==> src/rtl/wb_cpu_bus_bridge.sv <==
// Wishbone master bridge for an 8-bit 6502-style CPU bus with a programmable step rate.
// Optional REQ timeout abort is enabled by defining WB_TIMEOUT_EN.
module wb_cpu_bus_bridge #(
   parameter int WB_DATA_WIDTH  = 8,
   parameter int WB_ADDR_WIDTH  = 16,
   parameter int CLK_DIV_BITS   = 8,
   parameter int TIMEOUT_CYCLES = 255
) (
   input  logic                     clk_i,
   input  logic                     rst_ni,
   output logic                     cyc_o,
   output logic                     stb_o,
   output logic                     we_o,
   output logic [WB_ADDR_WIDTH-1:0] adr_o,
   output logic [WB_DATA_WIDTH-1:0] dat_o,
   input  logic                     ack_i,
   input  logic [WB_DATA_WIDTH-1:0] dat_i,
   input  logic [WB_ADDR_WIDTH-1:0] address_bus,
   input  logic [WB_DATA_WIDTH-1:0] write_bus,
   input  logic                     write_enable,
   output logic [WB_DATA_WIDTH-1:0] read_bus,
   output logic                     ready,
   input  logic [CLK_DIV_BITS-1:0]  div_i,
   input  logic                     halt_i,
   output logic                     err_o
);

   typedef enum logic [1:0] {
      IDLE,
      REQ,
      DONE
   } state_t;

   state_t                  state;
   logic [CLK_DIV_BITS-1:0] cnt;

`ifdef WB_TIMEOUT_EN
   // The abort fires in the REQ cycle that would otherwise push the count to TIMEOUT_CYCLES.
   localparam logic [15:0] TIMEOUT_LAST = 16'(TIMEOUT_CYCLES - 1);
   logic [15:0] tmo_cnt;
`else
   assign err_o = 1'b0;
`endif

   always_ff @(posedge clk_i or negedge rst_ni) begin
      if (!rst_ni) begin
         state    <= IDLE;
         cnt      <= '0;
         cyc_o    <= 1'b0;
         stb_o    <= 1'b0;
         we_o     <= 1'b0;
         adr_o    <= '0;
         dat_o    <= '0;
         read_bus <= '0;
         ready    <= 1'b0;
`ifdef WB_TIMEOUT_EN
         tmo_cnt  <= '0;
         err_o    <= 1'b0;
`endif
      end else begin
         case (state)
            IDLE: begin
               if (!halt_i) begin
                  // CPU bus signals are captured only here, so they may change freely afterwards.
                  if (cnt == div_i) begin
                     adr_o <= address_bus;
                     dat_o <= write_bus;
                     we_o  <= write_enable;
                     cyc_o <= 1'b1;
                     stb_o <= 1'b1;
                     state <= REQ;
`ifdef WB_TIMEOUT_EN
                     tmo_cnt <= '0;
`endif
                  end else begin
                     cnt <= cnt + 1'b1;
                  end
               end
            end
            REQ: begin
               if (ack_i) begin
                  if (!we_o) begin
                     read_bus <= dat_i;
                  end
                  cyc_o <= 1'b0;
                  stb_o <= 1'b0;
                  we_o  <= 1'b0;
                  ready <= 1'b1;
                  state <= DONE;
               end
`ifdef WB_TIMEOUT_EN
               else if (tmo_cnt == TIMEOUT_LAST) begin
                  if (!we_o) begin
                     read_bus <= '1;
                  end
                  err_o <= 1'b1;
                  cyc_o <= 1'b0;
                  stb_o <= 1'b0;
                  we_o  <= 1'b0;
                  ready <= 1'b1;
                  state <= DONE;
               end else begin
                  tmo_cnt <= tmo_cnt + 16'd1;
               end
`endif
            end
            DONE: begin
               ready <= 1'b0;
               cnt   <= '0;
               state <= IDLE;
            end
            default: begin
               ready <= 1'b0;
               state <= IDLE;
            end
         endcase
      end
   end

endmodule

==> config.mk <==
export PLATFORM = sky130hd
export DESIGN_NAME = wb_cpu_bus_bridge
export DESIGN_NICKNAME = d
export VERILOG_FILES = /design/src/rtl/wb_cpu_bus_bridge.sv
export SDC_FILE = /design/constraint.sdc
export NUM_CORES = 1
export LEC_CHECK = 0
export ABC_AREA = 1
export BUFFER_PORTS_ARGS = -buffer_cell sky130_fd_sc_hd__buf_2
export CAP_MARGIN = 10
export CORE_MARGIN = 1.5
export CORE_UTILIZATION = 30
export CTS_BUF_LIST = sky130_fd_sc_hd__clkbuf_4 sky130_fd_sc_hd__clkbuf_8
export CTS_CLUSTER_DIAMETER = 150
export DETAILED_ROUTE_END_ITERATION = 16
export PLACE_DENSITY_LB_ADDON = 0.25
export SLEW_MARGIN = 10
export SYNTH_ARGS = -nofsm -noshare
export SYNTH_HDL_FRONTEND = slang
export SYNTH_SLANG_ARGS = --single-unit
==> constraint.sdc <==
create_clock -name clk_i -period 1.4 [get_ports clk_i]
set_input_delay 0.28 -clock clk_i [delete_from_list [all_inputs] [get_ports clk_i]]
set_output_delay 0.28 -clock clk_i [all_outputs]
set_load 0.03 [all_outputs]
==> Yosys cells after proc, flatten, opt, wreduce, memory -nomap -nowiden <==
Index checks and enable logic that the tools add are counted.
{ "op_classes": {"reduce_logical": 9, "n_bitwise": 3, "mux": 16, "eq_ne": 7, "add_sub_neg": 1} }
{ "ops": {"columns": ["cell", "count"], "rows": [
  ["8-bit two-way mux", 2],
  ["8-bit case mux with 2 select lines", 1],
  ["3-bit AND reduction", 4],
  ["8-bit by 1-bit adder with 8-bit output, second input constant", 1],
  ["8-bit == test", 1],
  ["2-bit inequality test, second input constant", 4],
  ["1-bit two-way mux", 6],
  ["2-bit two-way mux", 3],
  ["1-bit case mux with 2 select lines", 3],
  ["2-bit case mux with 2 select lines", 1],
  ["4-bit AND reduction", 1],
  ["2-bit nonzero test", 2],
  ["1-bit NOT", 3],
  ["2-bit by 1-bit == test with 1-bit output, second input constant", 1],
  ["2-bit == test, second input constant", 1],
  ["2-bit zero test", 1],
  ["2-bit AND reduction", 1]
]} }
{ "totals": {"elab_cells": 44, "regBits": 45, "inputBits": 45} }

==> Logic depth before layout (Yosys ltp) <==
Gate-level depths: netlist (run 1).
{ "logic_depth": {"depth_word": 4, "depth_mapped": 11} }

==> Least setup slack after synthesis (run 1) <==
Ideal clock, no wire load.
{ "synth_path": {"kind": "reg2reg", "from": "reg cnt[4]", "to": "reg adr_o[2]", "t_arrival_ns": 1.307, "setup_ns": 0.118, "path_slack_ns": -0.025, "stages_incl_launch_ff": 9, "synth_period_minus_slack_ns": 1.425, "n_path_buf": 2, "cell_sequence": "dfrtp_1 > buf_4 > nand2_1 > nand3_1 > nor2_2 > nand3_4 > buf_6 > nand2_1 > nand2_1"} }
{ "synth_via": {"elab_chain_len": 2} }
{ "synth_lines": {"columns": ["item", "line", "text"], "rows": [
  ["start, declared", "35", "logic [CLK_DIV_BITS-1:0] cnt;"],
  ["start signal, assigned", "76", "cnt <= cnt + 1'b1;"],
  ["8-bit == test", "65", "if (cnt == div_i) begin"],
  ["3-bit AND reduction (no line)", null, null],
  ["end signal, assigned", "66", "adr_o <= address_bus;"],
  ["end, declared", "14", "output logic [WB_ADDR_WIDTH-1:0] adr_o,"]
]} }
Every way passes these cells.
A chain may end at the register's enable or synchronous reset.

==> Final worst setup path (run 1) <==
{ "layout_path": {"from": "reg cnt[0]", "to": "reg adr_o[1]"} }
Same word-level chain as after synthesis.

==> flow_metrics.tcl, run 1 <==
set metrics [dict create \
    async_flop_share_pct 100 \
    synth_cells 285 \
    drt_iter0_markers 116 \
    drc_errors 0 \
    cp.buffers_inverters 2 \
    worst-path-max-fanout 22 \
    crit_arrival_ps 1620 \
    timing.fmax_ghz 0.703 \
    vdd_drop_max_uv 671 \
    syn-cell-area_um2 2250 \
    drt-wirelength-per-cell_um 11.7 \
    holdPathEnd "state[0]" \
    gp_congestion 0.843 \
    min_from "ack_i" \
    clockBufferDepth 2 \
    nets 436 \
    drv_cap 0 \
    avgSynthCellArea_um2 7.89 \
    io_pins 82 \
    dpl.hpwl_mm 4.15 \
    cts_root_buffer "clkbuf_8" \
    cts_num_sinks 45 \
    rows 31 \
    route.met2.wl_mm 2.57 \
    highest_layer "met4" \
    internal_power_mw 2.64 \
    dieArea_um2 8030 \
    ys_types 27 \
    rsz0062_at_grt "true" \
    multiInputGateArea_um2 986 \
    slew_violations 0 \
    rr_worst_depth 10 \
    die_h_um 89.6 \
    wl_met3_um 301 \
    post_drt_via_cell_ratio 4.43 \
    synth_edf_count 0 \
    reg2reg_slack_ps -20 \
    setup_viol 19 \
    regArea_um2 1130 \
    ys.flop_type "dfrtp_1" \
    drive_gt1_share_pct 38.4 \
    clockPowerShare_pct 19.0 \
    post-place-ws_ps -63.3 \
    yosys_warnings 0 \
    swShare_pct 41.9 \
    antenna_found_initial 0 \
    startpoint_type "register" \
    io_buffer_count 80 \
    path_cells "inv_1, nand2_1, nand2_2, nor2_4, nand2_4, nor2_8, nand3_4, buf_12, nand2_1, nand2_1" \
    hold_viol 0 \
    overflow 0 \
    chipWidth_um 89.6 \
    cts_max_level 2 \
    crit_required_ps 1600 \
    path_clk_slew_ps 90 \
    worst_clock_skew_ps 5.96 \
    firstDrtPassIters 4 \
    start_util_pct 31.0 \
    crit_path_frequent_cell "nand2_1" \
    grt_usage_pct 15.4 \
    leakagePower_nw 1.86 \
    violations "setup timing" \
    cpPeakStageDelay_ps 420 \
    insertedDiodeCount 0 \
    ant_nets 0 \
    via_count 2173 \
    combPwrFrac_pct 41.5 \
    synth_seq_cells 45 \
    setup_slack_ps -21.9 \
    crit_path_end_kind "register" \
    status "finished with violations" \
    synth_seq_area_share_pct 50.1 \
    slowest_stage "dfrtp_1" \
    cts_tree "built" \
    critPathKind "register to register" \
    r2r_start "cnt[0]" \
    final.setup.tns_ps -221 \
    period_minus_slack_ps 1420 \
    p_sw_mw 1.91 \
    grt_pass1_vias 2077 \
    power_frac_seq_pct 39.5 \
    clock_latency_ps 300 \
    syn2layout_area_growth_pct 39.1 \
    drt_wl_total_mm 5.71 \
    grt_max_degree 46 \
    coreArea_um2 7250 \
    p_per_area_nw_per_um2 1450 \
    r2r-end "adr_o[1]" \
    min_path_type "input pin to register" \
    grt_pass1_wl_mm 9.56 \
    synthesis.nets 331 \
    min_delay_path_depth 2 \
    crit_family "simple AND/OR/NAND/NOR gates" \
    m1WireLength_mm 2.80 \
    nFillCells 775 \
    cts_inserted_buffers 5 \
    fin_crit_sh_pct 102 \
]
## routing by layer
layer,up-vias,GRT usage [%]
li1,1112,-
met1,996,21.3
met2,61,24.8
met3,4,3.20
met4,0,3.78
met5,-,0
## cell type report
cell class              instances  share of cell area (%)
well taps                      99                    3.96
inverters                      34                    4.08
repair buffers                111                    21.5
clock inverters                 3                   0.800
multi-input cells             193                    31.5
clock buffers                   5                    2.20
flip-flops and latches         45                    36.0
## cells in the mapped netlist, types with 2 or more instances
cell	count	share of area, %
o21ai_1	5	1.1
nand3_1	15	3.3
buf_4	3	1.0
buf_6	3	1.5
o21ai_0	3	0.67
nor3b_1	2	0.67
inv_2	3	0.50
nand4_1	28	7.8
dfrtp_1	45	50
nor2_1	13	2.2
clkbuf_1	3	0.50
nand2_1	113	19
buf_2	4	0.89
inv_1	30	5.0
nor2_2	3	0.83
## state kept, by name (all words and copies together), names as in the netlist
| name | flops |
|---|---|
| stb_o | 1 |
| ready | 1 |
| read_bus | 8 |
| adr_o | 16 |
| we_o | 1 |
| state | 2 |
| cnt | 8 |
| dat_o | 8 |
## cells in the final DEF, fill, tap and decap left out, drive strengths merged, types with 2 or more instances in the layout
cell type	synthesis	final
nand2	114	114
buf	10	110
dfrtp	45	45
inv	33	35
nand4	28	28
nor2	17	17
nand3	16	16
o21ai	8	8
clkbuf	3	5
nor3b	2	2
## kinds of logic (layout without fill, tap and decap cells)
| logic type | count (synthesis) | after routing | share of synthesized area [%] |
|---|---|---|---|
| adders and majority gates | 1 | 1 | 0.556 |
| buffers and inverters | 47 | 153 | 9.57 |
| other | 1 | 1 | 0.167 |
| DFF | 45 | 45 | 50.1 |
| and+or+nand+nor | 178 | 178 | 35.9 |
| xor gates and xnor gates | 2 | 2 | 0.779 |
| AOI/OAI and AO/OA | 11 | 11 | 3.00 |
## how the worst max path moves through the flow
stage,cells after the start,to,start
3_3_place_gp,8,cnt[7],cnt[5]
3_5_place_dp,8,cnt[2],cnt[5]
2_1_floorplan,10,adr_o[2],cnt[0]
4_1_cts,9,dat_o[1],cnt[1]
6_report,10,adr_o[1],cnt[0]
5_1_grt,10,dat_o[1],cnt[3]
## repair_timing
| item | 4_1_cts | 5_1_grt |
|---|---|---|
| cloned | 0 | 0 |
| endpoints found under the setup margin | 36 | 36 |
| setup buffers | 1 | 1 |
| resized for setup | 13 | 15 |
| pin swaps | 3 | 0 |
| hold endpoints to repair | 45 | 0 |
| hold buffers | 1 | 0 |
## power groups by stage
stage	Clock [mW]	Combinational, mW	Sequential [mW]
floorplan	0	0.684	2.25
global placement	0	1.76	1.81
detailed placement	0	1.78	1.81
CTS	0.886	1.84	1.79
global route	0.943	2.08	1.85
finish	0.862	1.89	1.80
## per-stage QoR
step | hold WS (ps) | std cells | power (mW) | instance area [um^2] | util (%)
6_report | 159 | 490 | 4.55 | 3130 | 43.1
5_1_grt | 163 | 490 | 4.87 | 3130 | 43.1
4_1_cts | 153 | 489 | 4.53 | 3080 | 42.5
3_5_place_dp | 282 | 479 | 3.60 | 2930 | 40.3
3_3_place_gp | 283 | 479 | 3.58 | 2930 | 40.3
2_1_floorplan | -15.6 | 285 | 2.93 | 2250 | -
No activity file was read; power rests on OpenSTA's default activity.
==> inputs of run 2 (changes only) <==
TNS_END_PERCENT = 100   (was default)
clock period = 1.25 ns   (was 1.4 ns; I/O delays follow)
==> run 2 against run 1 <==
The run still ends with setup timing left. Worst setup slack got worse by 190 ps. Non-clock buffer count increased by 3. Flip-flop and latch count unchanged. Via count decreased by 0.55%. Die area unchanged. Design area increased by 1.6%. Critical path depth decreased by 1. Hold slack got worse by 42 ps. Highest routed layer unchanged. Utilization increased by 0.71 points. Critical endpoint is now adr_o[9]. Clock skew increased by 6.7 ps.
==> flow_metrics.tcl, run 2 (synthesized netlist as in run 1, its figures left out) <==
set metrics [dict create \
    rr_worst_depth 9 \
    min_path_type "input pin to register" \
    setup_slack_ps -215 \
    gp_congestion 0.821 \
    hold_viol 0 \
    largest_reg_flops 16 \
    fin_hold_ws_ps 117 \
    clockBufferDepth 2 \
    drc_errors 0 \
    dieArea_um2 8030 \
    final_util_pct 43.9 \
    drive_gt1_share_pct 37.8 \
    fin_cells 493 \
    clock_latency_ps 310 \
    timing.fmax_ghz 0.683 \
    cts_num_sinks 45 \
    placed_cell_area_um2 2960 \
    post-place-ws_ps -311 \
    cts_inserted_buffers 5 \
    final_common_cell "nand2_1" \
    worst-path-max-fanout 15 \
    regMostFlops "adr_o" \
    wl_met3_um 256 \
    cts_root_buffer "clkbuf_8" \
    nets 439 \
    route.met2.wl_mm 2.88 \
    startpoint_type "register" \
    firstDrtPassIters 4 \
    coreArea_um2 7250 \
    path_clk_slew_ps 100 \
    crit_arrival_ps 1660 \
    start_util_pct 31.0 \
    chipWidth_um 89.6 \
    rsz0062_at_grt "true" \
    drt_iter0_markers 117 \
    post_drt_via_cell_ratio 4.38 \
    total_power_mw 5.45 \
    min_delay_path_depth 2 \
    violations "setup timing" \
    final_cell_area_um2 3180 \
    syn2layout_area_growth_pct 41.4 \
    final.setup.tns_ps -6390 \
    fin_crit_sh_pct 117 \
    insertedDiodeCount 0 \
    io_buffer_count 80 \
    io_pins 82 \
    leakagePower_nw 1.90 \
    slew_violations 0 \
    m1WireLength_mm 2.77 \
    highest_layer "met4" \
    vdd_drop_max_uv 512 \
    placedCellCount 482 \
    grt_usage_pct 15.7 \
    setup_viol 35 \
    drt-wirelength-per-cell_um 12.2 \
    dpl.hpwl_mm 4.29 \
    grt_pass1_wl_mm 9.52 \
    most-common-layout-cells "104 x nand2_1, 80 x buf_2, 45 x dfrtp_1" \
    rows 31 \
    grt_pass1_vias 1897 \
    crit_path_end_kind "register" \
    overflow 0 \
    drt_wl_total_mm 5.99 \
    critPathKind "register to register" \
    status "finished with violations" \
    grt_max_degree 46 \
    period_minus_slack_ps 1460 \
    cts_max_level 2 \
    antenna_found_initial 0 \
    worst_clock_skew_ps 12.6 \
    cts_tree "built" \
    drv_cap 0 \
    die_h_um 89.6 \
    crit_required_ps 1450 \
    ant_nets 0 \
    p_per_area_nw_per_um2 1710 \
    via_count 2161 \
]
run 2: cell types whose count changed in the layout (fill, tap and decap cells not counted), moves of 2 or more:
cell / before / now
buf_4: 25 / 29
buf_6: 3 / 1
bufinv_16: 0 / 2
nand2_1: 97 / 104
nand2_2: 16 / 10
nor2_2: 1 / 3
nor2_4: 4 / 2
run 2: worst paths after layout:
| kind | startpoint | end | slack, ps |
|---|---|---|---|
| hold / removal | ack_i | state[0] | 120 |
| setup reg to reg | cnt[1] | adr_o[9] | -210 |
| min in group asynchronous | rst_ni | cnt[6] | 450 |
| hold reg to reg | adr_o[11] | adr_o[11] | 470 |
| setup / recovery | cnt[1] | adr_o[9] | -210 |
| max in group asynchronous | rst_ni | dat_o[6] | 570 |
run 2: area by class of cell:
class	instances	area, um^2
clock buffers	5	68.8
clock inverters	3	68.8
well taps	99	124
flip-flops and latches	45	1130
repair buffers	114	699
inverters	34	128
fillers	774	4070
multi-input cells	193	966
run 2: metal layers:
layer,vias up,track usage [%]
met4,0,5.31
met2,54,24.1
met1,986,22.5
met3,5,2.83
li1,1116,-
met5,-,0
run 2: repair_timing:
item | CTS | global route
hold buffers | 1 | 0
hold endpoints to repair | 45 | 0
buffers inserted | 1 | 1
pin swaps | 1 | 0
resized for setup | 8 | 9
setup endpoints to repair | 43 | 35
run 2: where the power goes:
| group | total [mW] | leakage (nW) | internal (mW) | switching, mW |
|---|---|---|---|---|
| Clock | 1.35 | 0.0687 | 0.806 | 0.549 |
| Sequential | 2.01 | 0.606 | 1.78 | 0.231 |
| Combinational | 2.09 | 1.23 | 0.773 | 1.31 |
| Total | 5.45 | 1.90 | 3.36 | 2.09 |
run 2: worst max-delay path: stages (launching register included):
cell and delay, ps:
dfrtp_1 430, inv_1 70, nand2_1 50, nand2_2 90, nand3_2 90, nor2_4 220, nand3_4 130, buf_12 170
nand2_1 60, nand2_1 50
